`src/rtl/disp_mux.sv`:
```
// disp_mux: multiplexed driver for a 6-digit common-anode 7-segment display (HH.MM.SS).
//
// Scans one digit per SCAN_DIV clock cycles, in index order:
//   0 h_msd, 1 h_lsd, 2 m_msd, 3 m_lsd, 4 s_msd, 5 s_lsd.
// All digits are snapshotted together once per frame, on the 5->0 index wrap, so a
// carry rippling through the counters can never show as a torn time. The field
// selected by dsp_edit_sel blinks, with a half-period of BLINK_FRAMES frames.
//
// Ports:
//   dsp_clock    in   system clock; all state changes on its rising edge
//   dsp_reset    in   asynchronous, active-low reset
//   dsp_enable   in   1 = scan active; 0 = display dark and scan frozen
//   dsp_h_lsd    in   hours units (BCD, 4 bits)
//   dsp_h_msd    in   hours tens (2 bits)
//   dsp_m_lsd    in   minutes units (4 bits)
//   dsp_m_msd    in   minutes tens (3 bits)
//   dsp_s_lsd    in   seconds units (4 bits)
//   dsp_s_msd    in   seconds tens (3 bits)
//   dsp_edit_sel in   field to blink: 0 none, 1 hours, 2 minutes, 3 seconds
//   dsp_an       out  anode select, active-low one-hot; bit k drives digit index k
//   dsp_seg      out  segments {g,f,e,d,c,b,a}, active-low
//   dsp_dp       out  decimal point, active-low; lit after digits 1 and 3
module disp_mux #(
  parameter int unsigned SCAN_DIV     = 50000,
  parameter int unsigned BLINK_FRAMES = 100
) (
  input  logic       dsp_clock,
  input  logic       dsp_reset,
  input  logic       dsp_enable,
  input  logic [3:0] dsp_h_lsd,
  input  logic [1:0] dsp_h_msd,
  input  logic [3:0] dsp_m_lsd,
  input  logic [2:0] dsp_m_msd,
  input  logic [3:0] dsp_s_lsd,
  input  logic [2:0] dsp_s_msd,
  input  logic [1:0] dsp_edit_sel,
  output logic [5:0] dsp_an,
  output logic [6:0] dsp_seg,
  output logic       dsp_dp
);

  localparam int unsigned PrescW = (SCAN_DIV > 1) ? $clog2(SCAN_DIV) : 1;
  localparam int unsigned FrameW = (BLINK_FRAMES > 1) ? $clog2(BLINK_FRAMES) : 1;

  localparam logic [PrescW-1:0] PrescLast = PrescW'(SCAN_DIV - 1);
  localparam logic [FrameW-1:0] FrameLast = FrameW'(BLINK_FRAMES - 1);

  localparam logic [2:0] LastDigit = 3'd5;

  // Active-low segment patterns.
  localparam logic [6:0] SegBlank = 7'h7F;
  localparam logic [6:0] SegDash  = 7'h3F;

  // Scan and blink state.
  logic [PrescW-1:0] presc_q, presc_d;
  logic [2:0]        idx_q, idx_d;
  logic [FrameW-1:0] frame_q, frame_d;
  logic              phase_q, phase_d;   // 1 = edited field visible
  logic [5:0][3:0]   snap_q, snap_d;     // element k holds digit index k
  logic [1:0]        sel_q, sel_d;       // shadow of dsp_edit_sel

  // Registered pin drivers.
  logic [5:0] an_q, an_d;
  logic [6:0] seg_q, seg_d;
  logic       dp_q, dp_d;

  logic       presc_wrap;
  logic       frame_wrap;
  logic       sel_change;
  logic [3:0] digit;
  logic [1:0] field;
  logic       blank;

  function automatic logic [6:0] seg_of(input logic [3:0] d);
    logic [6:0] s;
    case (d)
      4'd0:    s = 7'h40;
      4'd1:    s = 7'h79;
      4'd2:    s = 7'h24;
      4'd3:    s = 7'h30;
      4'd4:    s = 7'h19;
      4'd5:    s = 7'h12;
      4'd6:    s = 7'h02;
      4'd7:    s = 7'h78;
      4'd8:    s = 7'h00;
      4'd9:    s = 7'h10;
      default: s = SegDash;
    endcase
    return s;
  endfunction

  // Next-state logic for prescaler, index, snapshot and blink.
  always_comb begin
    presc_wrap = (presc_q == PrescLast);
    frame_wrap = presc_wrap && (idx_q == LastDigit);
    sel_change = (dsp_edit_sel != sel_q);

    presc_d = presc_q;
    idx_d   = idx_q;
    frame_d = frame_q;
    phase_d = phase_q;
    snap_d  = snap_q;
    sel_d   = sel_q;

    if (dsp_enable) begin
      presc_d = presc_wrap ? '0 : presc_q + 1'b1;

      if (presc_wrap) begin
        idx_d = (idx_q == LastDigit) ? 3'd0 : idx_q + 3'd1;
      end

      if (frame_wrap) begin
        // Zero-extend every field to a full BCD nibble.
        snap_d = {dsp_s_lsd, {1'b0, dsp_s_msd},
                  dsp_m_lsd, {1'b0, dsp_m_msd},
                  dsp_h_lsd, {2'b00, dsp_h_msd}};
        if (frame_q == FrameLast) begin
          frame_d = '0;
          phase_d = ~phase_q;
        end else begin
          frame_d = frame_q + 1'b1;
        end
      end

      // A new selection restarts the blink visible; overrides any toggle above.
      if (sel_change) begin
        phase_d = 1'b1;
        frame_d = '0;
        sel_d   = dsp_edit_sel;
      end
    end
  end

  // Output decode from the current index and snapshot.
  always_comb begin
    digit = 4'd0;
    field = 2'd0;
    an_d  = 6'h3F;
    seg_d = SegBlank;
    dp_d  = 1'b1;
    blank = 1'b0;

    if (dsp_enable) begin
      case (idx_q)
        3'd0: begin digit = snap_q[0]; field = 2'd1; an_d = 6'b111110; end
        3'd1: begin digit = snap_q[1]; field = 2'd1; an_d = 6'b111101; end
        3'd2: begin digit = snap_q[2]; field = 2'd2; an_d = 6'b111011; end
        3'd3: begin digit = snap_q[3]; field = 2'd2; an_d = 6'b110111; end
        3'd4: begin digit = snap_q[4]; field = 2'd3; an_d = 6'b101111; end
        3'd5: begin digit = snap_q[5]; field = 2'd3; an_d = 6'b011111; end
        default: begin digit = 4'd0; field = 2'd0; an_d = 6'h3F; end
      endcase

      // sel_q of 0 never matches a field, so nothing blanks.
      blank = !phase_q && (sel_q != 2'd0) && (field == sel_q);
      seg_d = blank ? SegBlank : seg_of(digit);
      dp_d  = !((idx_q == 3'd1) || (idx_q == 3'd3));
    end
  end

  always_ff @(posedge dsp_clock or negedge dsp_reset) begin
    if (!dsp_reset) begin
      presc_q <= '0;
      idx_q   <= 3'd0;
      frame_q <= '0;
      phase_q <= 1'b1;
      snap_q  <= '0;
      sel_q   <= 2'd0;
      an_q    <= 6'h3F;
      seg_q   <= SegBlank;
      dp_q    <= 1'b1;
    end else begin
      presc_q <= presc_d;
      idx_q   <= idx_d;
      frame_q <= frame_d;
      phase_q <= phase_d;
      snap_q  <= snap_d;
      sel_q   <= sel_d;
      an_q    <= an_d;
      seg_q   <= seg_d;
      dp_q    <= dp_d;
    end
  end

  assign dsp_an  = an_q;
  assign dsp_seg = seg_q;
  assign dsp_dp  = dp_q;

endmodule
```
`config.mk`:
```
export PLATFORM = sky130hd
export DESIGN_NAME = disp_mux
export DESIGN_NICKNAME = d
export VERILOG_FILES = /design/src/rtl/disp_mux.sv
export SDC_FILE = /design/constraint.sdc
export NUM_CORES = 1
export LEC_CHECK = 0
export BUFFER_PORTS_ARGS = -buffer_cell sky130_fd_sc_hd__clkbuf_2
export CAP_MARGIN = 20
export CORE_ASPECT_RATIO = 0.7
export CORE_MARGIN = 2
export CORE_UTILIZATION = 35
export DETAILED_ROUTE_END_ITERATION = 7
export GPL_TIMING_DRIVEN = 0
export HOLD_SLACK_MARGIN = 0.1
export PLACE_DENSITY_LB_ADDON = 0.2
export SKIP_LAST_GASP = 1
export SYNTH_ARGS = -nofsm -noshare
export SYNTH_HDL_FRONTEND = slang
export SYNTH_SLANG_ARGS = --single-unit
```
`constraint.sdc`:
```
create_clock -name dsp_clock -period 2.6 [get_ports dsp_clock]
set_input_delay 0 -clock dsp_clock [delete_from_list [all_inputs] [get_ports dsp_clock]]
set_output_delay 0 -clock dsp_clock [all_outputs]
set_load 0.02 [all_outputs]
```
==> flow_summary_export.csv <==
group,metric,value,unit
power,power_dens_cells,618,nW/um^2
worst_setup_path,critPathCaptureType,"flop",
job,timing.max_cap.violations,0,
synthesis,synth_enable_flop_cells,0,
synthesis,postSynthAreaPerCell,11.5,um^2
power,comb_power_share,0.095,
synthesis,synthesis.nets,317,
timing,setup_repair_after_global_routing_missed_its_margin,"false",
finish,utilization_of_the_core_after_routing,0.457,
floorplan,die-height,84.5,um
clock_network,cts_buffers,9,
floorplan,placement_rows,29,
timing,setup-violations-final,0,
finish,insertedDiodeCount,0,
worst_setup_path,path_max_fanout,10,
run_status,outcome,"finished, final reports clean",
placed_design,port_buffers,38,
timing,finalHoldViolations,0,
global_routing,grtUsageTotal,0.156,
synthesis,yosys.area_share.xor_xnor,0.0486,
placed_design,dp_cells,445,
floorplan,io_pins,39,
worst_setup_path,cp_data_arrival_time,2610,ps
finish,nets,389,
synthesis,ys_ff_latch,63,
synthesis,synth_area,3240,um^2
timing,timing.slew.headroom,0.428,
worst_setup_path,critical_path_depth,9,
timing,maxSlewViolCount,0,
clock_network,cts_root_buffer,"sky130_fd_sc_hd__clkbuf_16",
worst_setup_path,worst-setup-path-type,"flop to flop",
global_routing,first_global_vias,2312,
worst_setup_path,cpMaxStageDelayCell,"sky130_fd_sc_hd__dfrtp_1",
timing,finalSetupTns,0,ps
floorplan,die_w,119,um
power,vdd_ir_drop_max,0.313,mV
clock_network,post-cts-setup-buffers,0,
clock_network,clkLatencyLatePin,320,ps
timing,fin_crit,2380,ps
routing,via_count,2362,
placed_design,detailedPlacementHpwl,4960,um
global_routing,grt.overflow.total,0,
routing,drt-pass1-iter-count,4,
routing,initialDrtViolationCount,86,
timing,maximum_clock_skew_at_final_layout,5.68,ps
timing,whs,153,ps
power,total_leakage_power,1.86,nW
synthesis,synth-adder-area-share,0.0347,
worst_setup_path,start_kind,"flop",
worst_setup_path,critical_path.top_delay_family,"adder cells",
power,cell_internal_pwr,1.97,mW
floorplan,initial_core_util,0.359,
finish,final_layout_size_suffix_gt1_frac,0.300,
timing,maxClockFrequency,421,MHz
min_path,hold_path.class,"primary input to flop",
routing,postRouteWirelength,6980,um
timing,period_share,0.914,
routing,average_detailed_routed_wire_length_per_instance,14.4,um
floorplan,design.core.area,9030,um^2
worst_setup_path,worst_ep_required_time,2840,ps
synthesis,synth.area.mux_share,0.110,
min_path,timing.hold.worst_path_depth,4,
clock_network,clk_pin_slew,50,ps
clock_network,cts.htree.levels,3,
worst_setup_path,worst-path-buf-inv,2,
global_routing,grt_antenna_before_repair,0,
power,power.share.clock,0.465,
placed_design,placer_s_final_routability_congestion_estimate,0.822,
routing,route.antenna.remaining_nets,0,
synthesis,yosys.cell_types.count,60,
clock_network,tritoncts,"built",
synthesis,dominantRegCellSynth,"sky130_fd_sc_hd__dfrtp_1",
synthesis,synth-warning-count,0,
power,report.power.total,2.55,mW
clock_network,clkSinkCount,63,
synthesis,synth_compound_gate_area_share,0.102,
synthesis,largest_family_of_logic_cells_by_synthesized_area,"simple AND/OR/NAND/NOR gates",
synthesis,synth_simple_gate_area_share,0.174,
routing,dr_drc_count,0,
clock_network,cts.path.max_buffers,2,
worst_setup_path,critical_path.most_common_cell,"sky130_fd_sc_hd__and2_1",
power,sw_frac_of_total,0.229,
finish,post_synthesis_to_final_layout_area_growth,27.3,%
global_routing,grt_first_pass_wirelength,12100,um
power,power.sequential.fraction,0.439,
finish,final_cell_count_no_fill,484,
floorplan,die_area,10100,um^2
worst_setup_path,crit_chain,"buf_2 > and2_1 > ha_2 > nor2_1 > a31oi_1 > inv_1 > ha_1 > and2_1 > o21ai_0",
worst_setup_path,slowest_delay,440,ps
synthesis,synth-async-reset-ratio,1.00,
routing,route.detailed.vias_per_inst,4.88,
synthesis,synth_sequential_area_ratio,0.492,
worst_setup_path,r2r_cells,9,
synthesis,postSynthCellCount,283,
power,p_switching,0.584,mW
timing,tightest_slew,851,ps
global_routing,largest_net_degree_at_the_start_of_global_routing,64,
[cells by family after synthesis]
kind of cell	Yosys count
simple gates	100
flops	63
compound gates	43
mux	31
buf+inv	19
xor+xnor	18
fa+ha+maj	9
[flip-flops by register name, summed over array words and instances (netlist names)]
signal	flops
dsp_an	6
frame_q	7
phase_q	1
sel_q	2
dsp_seg	7
dsp_dp	1
presc_q	16
snap_q	20
idx_q	3
[tightest hold or removal path, cell delays in order]
cell and delay [ps]:
sky130_fd_sc_hd__clkbuf_2 160, sky130_fd_sc_hd__a2bb2oi_2 140, sky130_fd_sc_hd__nand2_1 80, sky130_fd_sc_hd__o21ai_1 60
[cells in the final DEF (no fill, tap or decap), types with 6 or more instances in the layout]
| master | n |
|---|---|
| sky130_fd_sc_hd__nand4_1 | 6 |
| sky130_fd_sc_hd__clkbuf_16 | 9 |
| sky130_fd_sc_hd__ha_1 | 7 |
| sky130_fd_sc_hd__nor3_1 | 6 |
| sky130_fd_sc_hd__mux2_2 | 13 |
| sky130_fd_sc_hd__and3_1 | 6 |
| sky130_fd_sc_hd__dfstp_2 | 15 |
| sky130_fd_sc_hd__clkbuf_2 | 37 |
| sky130_fd_sc_hd__nand3_1 | 9 |
| sky130_fd_sc_hd__xnor2_1 | 13 |
| sky130_fd_sc_hd__o21ai_1 | 6 |
| sky130_fd_sc_hd__dlygate4sd3_1 | 23 |
| sky130_fd_sc_hd__nand2_1 | 21 |
| sky130_fd_sc_hd__mux2_1 | 10 |
| sky130_fd_sc_hd__dfrtp_1 | 48 |
| sky130_fd_sc_hd__mux2i_1 | 6 |
| sky130_fd_sc_hd__nor2_1 | 20 |
| sky130_fd_sc_hd__o21ai_0 | 11 |
[synth_stat cells, drive strengths merged, types with 7 or more instances]
cell type	n	area share
nand2	21	0.024
nor2	21	0.027
nand3	10	0.017
mux2i	7	0.025
xnor2	13	0.035
mux2	24	0.085
nand4	7	0.015
buf	12	0.030
o21ai	17	0.026
dfstp	15	0.12
dfrtp	48	0.37
ha	9	0.035
[path summary, 6_finish.rpt]
kind / slack [ps] / startpoint / endpoint
max in group asynchronous: 1680 / dsp_reset / snap_q[10]$_DFFE_PN0P_
hold reg to reg: 480 / snap_q[8]$_DFFE_PN0P_ / snap_q[8]$_DFFE_PN0P_
setup / recovery: 220 / idx_q[1]$_DFFE_PN0P_ / dsp_seg[1]$_DFF_PN1_
min in group asynchronous: 340 / dsp_reset / presc_q[2]$_DFFE_PN0P_
setup reg to reg: 220 / idx_q[1]$_DFFE_PN0P_ / dsp_seg[1]$_DFF_PN1_
hold / removal: 150 / dsp_enable / frame_q[0]$_DFFE_PN0P_
[final cells by class]
type                            count  area (um^2)
Multi-Input combinational cell    201         1530
Timing Repair Buffer               61          423
Clock buffer                       15          268
Clock inverter                      1         30.0
Inverter                            6         22.5
Tap cell                          124          155
Buffer                             13          100
Fill cell                         859         4910
Sequential cell                    63         1600
[metrics by stage]
step	worst slack [ps]	area (um^2)
6_report	222	4130
3_5_place_dp	137	3590
4_1_cts	121	4120
5_1_grt	28.3	4130
2_1_floorplan	513	3240
3_3_place_gp	143	3590
[routing by layer]
| layer | GRT usage | up-vias | routed length [um] |
|---|---|---|---|
| met5 | 0 | - | 0 |
| met4 | 0.0455 | 0 | 83 |
| met3 | 0.0503 | 8 | 279 |
| met2 | 0.214 | 48 | 2800 |
| met1 | 0.233 | 1143 | 3820 |
| li1 | - | 1163 | - |
[power groups by stage]
stage                     sequential (mW)  combinational, mW  clock [mW]
after floorplan                      1.12              0.142           0
after global placement               1.13              0.216           0
after detailed placement             1.14              0.220           0
after CTS                            1.12              0.248        1.22
after global routing                 1.13              0.277        1.28
final                                1.12              0.244        1.19
[repair_timing]
item                                    4_1_cts  5_1_grt
endpoints found under the hold margin        70        0
hold buffers                                 23        0
endpoints found under the setup margin        0        5
gates resized for setup                       0        4
(Power assumes the default switching activity.)
